## src/rtl/wb_rr_arbiter_wd.sv

```systemverilog
// Round-robin Wishbone bus arbiter with lock support and a per-grant watchdog
// that revokes the bus from a master whose cycle is never terminated.
module wb_rr_arbiter_wd #(
    parameter int unsigned NUM_MASTERS = 4,
    parameter int unsigned TIMEOUT     = 256,
    parameter int unsigned ID_W        = $clog2(NUM_MASTERS)
) (
    input  logic                   clk,
    input  logic                   rst,
    input  logic [NUM_MASTERS-1:0] m_cyc,
    input  logic [NUM_MASTERS-1:0] m_lock,
    input  logic                   s_ack,
    input  logic                   s_err,
    input  logic                   s_rty,
    output logic [NUM_MASTERS-1:0] gnt,
    output logic [ID_W-1:0]        gnt_id,
    output logic                   gnt_valid,
    output logic                   timeout_err,
    output logic [ID_W-1:0]        timeout_id
);

    localparam int unsigned WD_W    = (TIMEOUT > 0) ? $clog2(TIMEOUT + 1) : 1;
    localparam int unsigned WD_LAST = (TIMEOUT > 0) ? TIMEOUT - 1 : 0;
    localparam logic [NUM_MASTERS-1:0] ONE      = NUM_MASTERS'(1);
    localparam logic [ID_W-1:0]        LAST_IDX = ID_W'(NUM_MASTERS - 1);

    typedef enum logic [1:0] {
        S_IDLE  = 2'd0,
        S_GRANT = 2'd1,
        S_ABORT = 2'd2
    } state_t;

    state_t                 state;
    state_t                 state_nxt;
    logic [NUM_MASTERS-1:0] mask;
    logic [NUM_MASTERS-1:0] mask_nxt;
    logic [ID_W-1:0]        last_owner;
    logic [ID_W-1:0]        last_nxt;
    logic [WD_W-1:0]        wd_cnt;
    logic [WD_W-1:0]        wd_nxt;
    logic [NUM_MASTERS-1:0] gnt_nxt;
    logic [ID_W-1:0]        gnt_id_nxt;
    logic                   gnt_valid_nxt;
    logic                   timeout_err_nxt;
    logic [ID_W-1:0]        timeout_id_nxt;

    logic [NUM_MASTERS-1:0] elig;
    logic                   term;
    logic                   hold;
    logic                   wd_fire;
    logic [ID_W-1:0]        base;
    logic [ID_W-1:0]        pick;

    // First requester after 'from', wrapping; 'from' itself is examined last.
    function automatic logic [ID_W-1:0] rr_pick(input logic [NUM_MASTERS-1:0] req,
                                                input logic [ID_W-1:0]        from);
        logic [ID_W-1:0] sel;
        int unsigned     idx;
        sel = from;
        for (int unsigned k = NUM_MASTERS; k >= 1; k--) begin
            idx = (32'(from) + k) % NUM_MASTERS;
            if (req[ID_W'(idx)]) begin
                sel = ID_W'(idx);
            end
        end
        return sel;
    endfunction

    assign elig    = m_cyc & ~mask;
    assign term    = s_ack | s_err | s_rty;
    assign hold    = m_cyc[gnt_id] | m_lock[gnt_id];
    assign wd_fire = (TIMEOUT != 0) && m_cyc[gnt_id] && !term &&
                     (wd_cnt == WD_W'(WD_LAST));
    assign base    = (state == S_GRANT) ? gnt_id : last_owner;
    assign pick    = rr_pick(elig, base);

    // State and registered outputs
    always_ff @(posedge clk) begin
        if (rst) begin
            state       <= S_IDLE;
            gnt         <= '0;
            gnt_id      <= '0;
            gnt_valid   <= 1'b0;
            timeout_err <= 1'b0;
            timeout_id  <= '0;
            wd_cnt      <= '0;
            mask        <= '0;
            last_owner  <= LAST_IDX;
        end else begin
            state       <= state_nxt;
            gnt         <= gnt_nxt;
            gnt_id      <= gnt_id_nxt;
            gnt_valid   <= gnt_valid_nxt;
            timeout_err <= timeout_err_nxt;
            timeout_id  <= timeout_id_nxt;
            wd_cnt      <= wd_nxt;
            mask        <= mask_nxt;
            last_owner  <= last_nxt;
        end
    end

    // Next-state decode
    always_comb begin
        state_nxt = state;
        unique case (state)
            S_IDLE, S_ABORT: begin
                state_nxt = (elig != '0) ? S_GRANT : S_IDLE;
            end
            S_GRANT: begin
                if (!hold) begin
                    state_nxt = (elig != '0) ? S_GRANT : S_IDLE;
                end else if (wd_fire) begin
                    state_nxt = S_ABORT;
                end
            end
            default: state_nxt = S_IDLE;
        endcase
    end

    // Grant, watchdog, mask and last-owner next values
    always_comb begin
        gnt_nxt         = '0;
        gnt_id_nxt      = gnt_id;
        gnt_valid_nxt   = 1'b0;
        timeout_err_nxt = 1'b0;
        timeout_id_nxt  = timeout_id;
        wd_nxt          = '0;
        mask_nxt        = mask & m_cyc;
        last_nxt        = last_owner;

        if (state == S_GRANT) begin
            if (!hold) begin
                last_nxt = gnt_id;
            end else if (wd_fire) begin
                last_nxt           = gnt_id;
                timeout_err_nxt    = 1'b1;
                timeout_id_nxt     = gnt_id;
                mask_nxt[gnt_id]   = 1'b1;
            end else if (!term && m_cyc[gnt_id] && (TIMEOUT != 0)) begin
                wd_nxt = wd_cnt + WD_W'(1);
            end
        end

        if (state_nxt == S_GRANT) begin
            gnt_valid_nxt = 1'b1;
            if (state != S_GRANT || !hold) begin
                gnt_nxt    = ONE << pick;
                gnt_id_nxt = pick;
                wd_nxt     = '0;
            end else begin
                gnt_nxt = gnt;
            end
        end
    end

endmodule

```

## config.mk

```make
export PLATFORM = sky130hd
export DESIGN_NAME = wb_rr_arbiter_wd
export DESIGN_NICKNAME = d
export VERILOG_FILES = /design/src/rtl/wb_rr_arbiter_wd.sv
export SDC_FILE = /design/constraint.sdc
export NUM_CORES = 1
export LEC_CHECK = 0
export CORE_ASPECT_RATIO = 1.1
export CORE_MARGIN = 5
export CORE_UTILIZATION = 50
export CTS_BUF_LIST = sky130_fd_sc_hd__clkbuf_8
export DETAILED_ROUTE_END_ITERATION = 8
export PLACE_DENSITY = 0.76
export SYNTH_ARGS = -nofsm -noshare
export SYNTH_HDL_FRONTEND = slang
export SYNTH_SLANG_ARGS = --single-unit
export TNS_END_PERCENT = 20
```

## constraint.sdc

```tcl
create_clock -name clk -period 2.6 [get_ports clk]
set_input_delay 0.65 -clock clk [delete_from_list [all_inputs] [get_ports clk]]
set_output_delay 0.65 -clock clk [all_outputs]
set_load 0.1 [all_outputs]
```

Word-level counts from Yosys, hierarchy flattened
Index checks and enable logic that the tools add are counted.
{"block": "totals", "latchBits": 0, "wordCells": 87, "output_inout_bits": 10, "memories": 0, "mem_bits_rw": 0, "romBits": 0, "regBits": 27, "input_bits": 13}
{"block": "classes", "n_reduce_logical": 14, "n_div": 0, "addsub": 5, "multipliers": 0, "n_eq_ne": 6, "mux": 36, "magnitude_cmp": 6, "shift": 1, "bitwise_logic": 10}
{"operator": "$mux 9", "n": 6}
{"operator": "$mux 2", "n": 9}
{"operator": "$lt 2x3->1 const B", "n": 5}
{"operator": "$bmux 1 s2", "n": 6}
{"operator": "$mux 4", "n": 3}
{"operator": "$mux 1", "n": 10}
{"operator": "$add 9x1->9 const B", "n": 1}
{"operator": "$eq 9x8->1 const B", "n": 1}
{"operator": "$and 4x4->4", "n": 2}
{"operator": "$add 2x1->2 const B", "n": 2}
{"operator": "$add 2x2->2 const B", "n": 2}
{"operator": "$eq 2x1->1 const B", "n": 2}
{"operator": "$ne 2x1->1 const B", "n": 2}
{"operator": "$not 4->4", "n": 1}
{"operator": "$or 4x4->4", "n": 1}
{"operator": "$pmux 2 s2", "n": 1}
{"operator": "$reduce_and 2->1", "n": 2}
{"operator": "$reduce_bool 4->1", "n": 1}
{"operator": "$reduce_or 2->1", "n": 2}
{"operator": "$shl 1x2->4 const A", "n": 1}
{"operator": "$logic_and 1x1->1", "n": 3}
{"operator": "$not 1->1", "n": 3}
{"operator": "$or 1x1->1", "n": 3}
{"operator": "$reduce_and 3->1", "n": 1}
{"operator": "other kinds (7)", "n": 8}

Depth between registers and ports, before layout
Gate-level depths: netlist of run 1.
{"block": "logic_depth", "depth_word": 11, "ltp_mapped": 11, "mapped_depth_nobuf": 10}

Worst setup path after synthesis of run 1
OpenSTA, ideal clock, no wires.
{"block": "synth_path", "kind": "reg-to-reg", "startpoint": "register gnt_id[0]", "endpoint": "register last_owner[0]", "slack_ns": 0.050, "path_buffers": 1, "required_time_ns": 2.480, "synth_period_minus_slack_ns": 2.550, "t_arrival_ns": 2.431, "setup_ns": 0.120, "stages_incl_launch_ff": 7, "cell_sequence": "dfxtp_1 > buf_6 > mux4_2 > mux2_4 > nor2_4 > nor2_1 > a211o_1"}
{"block": "synth_via", "elab_chain_len": 6}
{"item": "from (decl)", "line_no": "16", "text": "output logic [ID_W-1:0] gnt_id,"}
{"item": "from (signal assigned)", "line_no": "92", "text": "gnt_id <= gnt_id_nxt;"}
{"item": "$bmux 1 s2", "line_no": "71, 72"}
{"item": "$mux 1 (not written as such)", "line_no": "71, 72"}
{"item": "$logic_and 1x1->1 (2 in series)", "line_no": "72", "text": "assign wd_fire = (TIMEOUT != 0) && m_cyc[gnt_id] && !term &&"}
{"item": "$ne 2x1->1 (no line)"}
{"item": "$reduce_and 2->1 (no line)"}
{"item": "to (signal assigned)", "line_no": "98", "text": "last_owner <= last_nxt;"}
{"item": "to (decl)", "line_no": "37", "text": "logic [ID_W-1:0] last_owner;"}
Parallel ways exist; a longest one is shown, timed or not. The select of a mux whose other input is x is not followed.
A chain may end at the register's enable or synchronous reset.

Worst setup path in the final report of run 1
{"block": "layout_path", "startpoint": "register wd_cnt[0]", "endpoint": "register last_owner[0]"}
{"block": "layout_via", "elab_chain_len": 4}
{"item": "from (decl)", "line_no": "39", "text": "logic [WD_W-1:0] wd_cnt;"}
{"item": "from (signal assigned)", "line_no": "96", "text": "wd_cnt <= wd_nxt;"}
{"item": "$eq 9x8->1", "line_no": "73", "text": "(wd_cnt == WD_W'(WD_LAST));"}
{"item": "$logic_and 1x1->1", "line_no": "72"}
{"item": "$ne 2x1->1 (no line)"}
{"item": "$reduce_and 2->1 (no line)"}
Every way passes these cells.

==> summary.txt, run 1 <==
Status
  • Outcome: finished, final reports clean

Worst setup path
  • Critical-path cell list: ha_4 -> nand3_4 -> nor2_4 -> and3_4 -> ha_4 -> or4b_2 -> mux2_4 -> nor2_4 -> nor2_1 -> a211o_1
  • Reg-to-Reg Start: wd_cnt[0]
  • Crit Reg-Reg Endpoint: last_owner[0]
  • CP Data Required Time: 2.77 ns
  • Crit path buf inv count: 0
  • Crit Path Class: reg2reg
  • Critical-path cell with the highest stage delay: or4b_2
  • Startpoint types: register
  • Setup crit end kind: register
  • Worst path max stage delay: 0.58 ns
  • Register-to-register setup slack: 0.10 ns
  • R2R depth: 10
  • Crit-path max FO: 4
  • CP delay by family, top: simple AND/OR/NAND/NOR gates
  • Worst endpoint data arrival time: 2.67 ns

Drt
  • First drt pass iteration count: 4
  • Post-route DRC: 0
  • Wirelength, routed: 3590 µm
  • Antenna viol nets, final: 0
  • Starting DRT DRC Count: 74
  • DR vias: 1380
  • Vias per inst: 5.90
  • Routed len/inst: 15.3 µm

Power
  • Worst VDD drop: 0.523 mV
  • Pwr dens: 608 nW/µm²
  • P_leak: 0.712 nW

Logic synthesis
  • Synthesized flop and latch total: 27
  • Sequential fraction of the synthesis area: 36.8%
  • Area leader, netlist: dfxtp_1
  • Top cell type's share of synthesized area: 36.8%
  • Synth cell types: 45
  • Post-synth EDFFs: 0
  • Most frequent cell after synthesis: dfxtp_1
  • Dominant cells by area after synthesis: dfxtp_1, nor2_1, mux2i_1, nand2_1, nor2b_1
  • Dominant synthesized flop cell: dfxtp_1
  • Mapped Area: 1470 µm²
  • Synth warn: 0
  • Gate Count Post-Synth: 172
  • Post-synth ARST share: 0%
  • Top post-synthesis cells by count: dfxtp_1, nor2_1, nand2_1
  • Syn avg cell area: 8.53 µm²
  • Syn Nets: 187

Global route
  • First-pass GRT wire length: 6040 µm
  • GRT overflow: 0
  • Total track usage: 19.1%
  • Vias in the first global route: 1383
  • Initial antenna violation count: 0
  • Largest net degree at the start of global routing: 18

Timing
  • Final Max Slew Viols: 0
  • Final Cycle Share: 96.1%
  • Worst Max-Slew Pin Slew: 0.635 ns
  • Setup Skew: 0.00595 ns
  • Max-Slew Margin vs Limit: 57.6%
  • Worst setup margin: 0.101 ns
  • Fin. Hold Viols: 0
  • Top achievable clock speed: 400 MHz
  • RSZ-0062 raised after global routing: false
  • Min Tclk post-route: 2.50 ns
  • Final setup viols: 0

Clock network
  • Worst-path clk slew: 0.10 ns
  • Worst-skew pair later-pin latency: 0.27 ns
  • Clock sinks: 27
  • CTS Buffer Depth: 2
  • CTS tree: done
  • Root Driver: clkbuf_8
  • CTS HTree Levels: 1
  • Total CTS buffers: 3

Hold path
  • Hold_sp: gnt[3]
  • Hold endpoint: gnt[3]
  • Hold depth: 2
  • Hold Crit Class: reg2reg

Flow run
  • MaxCap Viol Count: 0

Place
  • GP Congestion: 0.861
  • Placed standard-cell area: 1740 µm²
  • Final HPWL DP: 2690 µm
  • Pre-CTS setup slack: -0.0353 ns
  • IO Port Bufs: 22

Finish
  • Sequential standard cell area: 543 µm²
  • Number of fillers in the final layout: 233
  • P&R area growth vs syn: 26.3%
  • Nets: 217
  • Post-route design area: 1850 µm²
  • Ant diodes: 0
  • Layout cells sized above 1: 19.4%
  • Multi-input gate area: 920 µm²

Die
  • IO Pins: 23
  • Initial Util: 52.4%
  • Die X: 61.7 µm
  • Die ar.: 4120 µm²
  • Die Y: 66.8 µm
  • Core Rows: 20
  • Core ar.: 2800 µm²
## where the power goes
group          leakage (nW)  switching, mW  internal [mW]  total, mW
Combinational         0.466          0.265          0.149      0.414
Clock                0.0255          0.133          0.107      0.241
Sequential            0.220         0.0361          0.437      0.473
Total                 0.712          0.435          0.693       1.13
## cells in the final DEF (no fill, tap or decap), drive strengths merged, types with 5 or more instances in the layout
cell	Yosys	routed
nor2b	8	8
a21oi	8	8
nand2b	6	6
xor2	5	5
clkdlybuf4s50	0	12
nand2	16	16
dfxtp	27	27
nor2	23	23
mux2i	8	8
buf	3	22
inv	5	5
o21ai	8	8
## worst register-to-register path, cell delays in order, from the launching register on
cell and delay (ns):
dfxtp_2 0.37, ha_4 0.15, nand3_4 0.09, nor2_4 0.12, and3_4 0.19, ha_4 0.14, or4b_2 0.58, mux2_4 0.31
nor2_4 0.13, nor2_1 0.05, a211o_1 0.25
## kinds of logic after synthesis
kind of cell	Yosys count	share of synthesized area, %
simple gates	74	26.4
compound gates	35	15.4
flops	27	36.8
buf+inv	14	4.26
mux	12	10.6
xor+xnor	8	4.77
fa+ha+maj	2	1.70
## sequential cells by signal, indices dropped and copies added (netlist names)
name / flops
state: 2
wd_cnt: 9
timeout_id: 2
gnt: 4
timeout_err: 1
mask: 4
gnt_valid: 1
gnt_id: 2
last_owner: 2
## repair_timing
| action | in CTS | in global routing |
|---|---|---|
| pin swaps | 1 | 5 |
| hold buffers | 0 | 0 |
| setup buffers | 1 | 0 |
| resized for setup | 1 | 12 |
| setup endpoints to repair | 5 | 5 |
## how the worst max path moves through the flow
stage	startpoint	to	slack [ns]	cells past startpoint
after global routing	wd_cnt[1]	last_owner[0]	0.03	10
final	wd_cnt[0]	last_owner[0]	0.10	10
after CTS	wd_cnt[1]	last_owner[0]	0.01	10
after detailed placement	wd_cnt[1]	last_owner[0]	-0.04	10
after global placement	m_cyc[2]	gnt[3]	0.05	6
after floorplan	gnt_id[0]	last_owner[0]	0.05	6
## per-layer routing
layer	GRT usage (%)	part of all wire (%)	vias up
li1	-	-	669
met1	24.8	43	642
met2	30.6	49	58
met3	3.68	5.7	11
met4	7.43	2.1	0
met5	0	0	-
## area by class of cell
class / instances / area share [%]
Timing Repair Buffer: 34 / 15.4
Tap cell: 33 / 2.23
Multi-Input combinational cell: 131 / 49.6
Sequential cell: 27 / 29.3
Clock inverter: 1 / 0.270
Inverter: 5 / 1.01
Clock buffer: 3 / 2.23
## per-stage QoR
stage | hold WS (ns) | setup TNS, ns | instances | total power [mW] | util [%]
2_1_floorplan | 0.426 | 0 | 172 | 0.789 | -
3_3_place_gp | 0.440 | 0 | 229 | 0.883 | 62.2
3_5_place_dp | 0.449 | -0.0429 | 229 | 0.889 | 62.2
4_1_cts | 0.471 | 0 | 234 | 1.13 | 64.2
5_1_grt | 0.495 | 0 | 234 | 1.19 | 66.2
6_report | 0.462 | 0 | 234 | 1.13 | 66.2
Note: power is estimated with default switching activity, not from simulation.
==> run 2, diff against run 1 <==
--- a/config.mk
+++ b/config.mk
@@ -10,7 +10,7 @@
 export CORE_UTILIZATION = 50
 export CTS_BUF_LIST = sky130_fd_sc_hd__clkbuf_8
 export DETAILED_ROUTE_END_ITERATION = 8
-export PLACE_DENSITY = 0.76
+export PLACE_DENSITY = 0.73
 export SYNTH_ARGS = -nofsm -noshare
 export SYNTH_HDL_FRONTEND = slang
 export SYNTH_SLANG_ARGS = --single-unit
==> constraint.sdc (replaced) <==
create_clock -name clk -period 2.8 [get_ports clk]
set_input_delay 0.7 -clock clk [delete_from_list [all_inputs] [get_ports clk]]
set_output_delay 0.7 -clock clk [all_outputs]
set_load 0.1 [all_outputs]
==> run 2 against run 1 <==
Effect of this change: via count shrank 7.1%; utilization shrank 3.1 points; cell count shrank 2.1%; cell area shrank 4.7%; maximum frequency shrank 7.2%; sequential power shrank 6.3%; non-clock buffer count shrank 5; clock-buffer cell count is the same; largest power group unchanged; clock power shrank 2%; first-iteration DRC count shrank 4.1%; setup slack gained 0.0056 ns; total power shrank 6.3%; largest cell class unchanged.
==> summary.txt, run 2 (synthesis gave the netlist of run 1 again) <==
Finish
  • Ant diodes: 0
  • Number of flip-flops in the largest register: 9
  • P&R area growth vs syn: 20.5%
  • Layout cells sized above 1: 14.8%
  • Nets: 212
  • Most common cell after layout, fill and taps aside: dfxtp_1
  • Commonest cells after routing, fill and taps aside: dfxtp_1, nor2_1, buf_4
  • Largest Register: wd_cnt
  • Biggest registers after layout: wd_cnt (9), gnt (4), mask (4)

Drt
  • Starting DRT DRC Count: 71
  • Wirelength, routed: 3500 µm
  • Antenna viol nets, final: 0
  • Post-route DRC: 0
  • Routed len/inst: 15.3 µm
  • DR vias: 1282
  • Vias per inst: 5.60
  • First drt pass iteration count: 4

Power
  • P_leak: 0.689 nW
  • Pwr dens: 598 nW/µm²
  • Worst VDD drop: 0.396 mV

Worst setup path
  • Critical path startpoint: wd_cnt[0]
  • Critical-path cell with the highest stage delay: or4b_2
  • Worst endpoint data arrival time: 2.88 ns
  • Crit Path Class: reg2reg
  • Critical path destination: last_owner[0]
  • Crit-path max FO: 4
  • Top cell by count, worst path: ha_1
  • Worst path max stage delay: 0.61 ns
  • R2R depth: 10
  • Register-to-register setup slack: 0.11 ns
  • Crit Reg-Reg Endpoint: last_owner[0]
  • CP Data Required Time: 2.98 ns
  • Critical-path cell list: ha_1 -> nand3_1 -> nor2_2 -> and3_1 -> ha_1 -> or4b_2 -> mux2_4 -> nor2_4 -> nor2_1 -> a211o_1
  • Setup crit end kind: register
  • Startpoint types: register
  • Reg-to-Reg Start: wd_cnt[0]

Timing
  • Final setup viols: 0
  • Final Max Slew Viols: 0
  • Final Cycle Share: 96.2%
  • Min Hold Slack: 0.434 ns
  • Max-Slew Margin vs Limit: 57.7%
  • Top achievable clock speed: 371 MHz
  • Setup Skew: 0.00650 ns
  • Worst Max-Slew Pin Slew: 0.634 ns
  • Fin. Hold Viols: 0
  • Min Tclk post-route: 2.69 ns
  • TNS Setup: 0 ns

Global route
  • Total track usage: 18.7%
  • Vias in the first global route: 1275
  • Initial antenna violation count: 0
  • GRT overflow: 0
  • Largest net degree at the start of global routing: 18
  • First-pass GRT wire length: 5820 µm

Die
  • Initial Util: 52.4%
  • Die X: 61.7 µm
  • Core Rows: 20
  • Die Y: 66.8 µm
  • Die ar.: 4120 µm²
  • IO Pins: 23
  • Core ar.: 2800 µm²

Clock network
  • Root Driver: clkbuf_8
  • CTS Buffer Depth: 2
  • Clock sinks: 27
  • CTS tree: done
  • Total CTS buffers: 3
  • CTS HTree Levels: 1
  • Worst-skew pair later-pin latency: 0.28 ns
  • Worst-path clk slew: 0.10 ns
  • Hold_buf cts: 0

Flow run
  • MaxCap Viol Count: 0

Place
  • IO Port Bufs: 22
  • Final HPWL DP: 2730 µm
  • GP Congestion: 0.875

Hold path
  • Hold Crit Class: reg2reg

Status
  • Outcome: finished, final reports clean
[run 2: timing repair]
action                                  4_1_cts  5_1_grt
endpoints found under the setup margin        0        5
endpoints found under the hold margin         0        0
gates resized for setup                       0        3
buffers inserted                              0        0
[run 2: per-stage QoR]
| step | total power, mW | cell area (µm²) | worst slack, ns | util [%] | cells |
|---|---|---|---|---|---|
| global placement | 0.826 | 1710 | 0.146 | 61.1 | 225 |
| floorplan | 0.732 | 1470 | 0.250 | - | 172 |
| finish | 1.06 | 1770 | 0.107 | 63.1 | 229 |
| detailed placement | 0.825 | 1710 | 0.0886 | 61.1 | 225 |
| global route | 1.11 | 1770 | -0.0241 | 63.1 | 229 |
| CTS | 1.06 | 1760 | 0.0649 | 62.9 | 229 |
[run 2: final cells by class]
type                    count  area, µm²
well taps                  33       41.3
flip-flops and latches     27        543
clock buffers               3       41.3
fillers                   250       1030
inverters                   5       18.8
repair buffers             29        248
multi-input cells         131        867
clock inverters             1       8.76
[run 2: worst max-delay path, delay by kind of cell, from the launching register on]
family | cells | cell delay (ns)
adder cells (fa/ha/maj) | 2 | 0.37
AND/OR/NAND/NOR | 6 | 1.30
AO/OA/AOI/OAI | 1 | 0.25
flip-flops | 1 | 0.36
multiplexers | 1 | 0.31
[run 2: how the worst min path moves through the flow]
stage / to / depth (start not counted) / startpoint / slack, ns
5_1_grt: wd_cnt[0] / 1 / wd_cnt[0] / 0.46
3_5_place_dp: gnt[2] / 2 / gnt[2] / 0.45
4_1_cts: gnt[2] / 2 / gnt[2] / 0.47
6_report: wd_cnt[0] / 1 / wd_cnt[0] / 0.43
2_1_floorplan: wd_cnt[0] / 1 / wd_cnt[0] / 0.43
3_3_place_gp: wd_cnt[0] / 1 / wd_cnt[0] / 0.44
[run 2: metal layers]
layer  global-route usage (%)  vias to the layer above  wire (µm)
met5                        0                        -          0
li1                         -                      655          -
met2                     31.0                       48       1700
met3                     2.33                        4        177
met1                     24.4                      575       1570
met4                     6.37                        0         42
[run 2: power by group]
part           total, mW  internal [mW]  leakage [nW]  switching, mW
Clock              0.237          0.105        0.0261          0.132
Combinational      0.377          0.134         0.442          0.243
Sequential         0.443          0.406         0.220         0.0373
Total               1.06          0.644         0.689          0.413
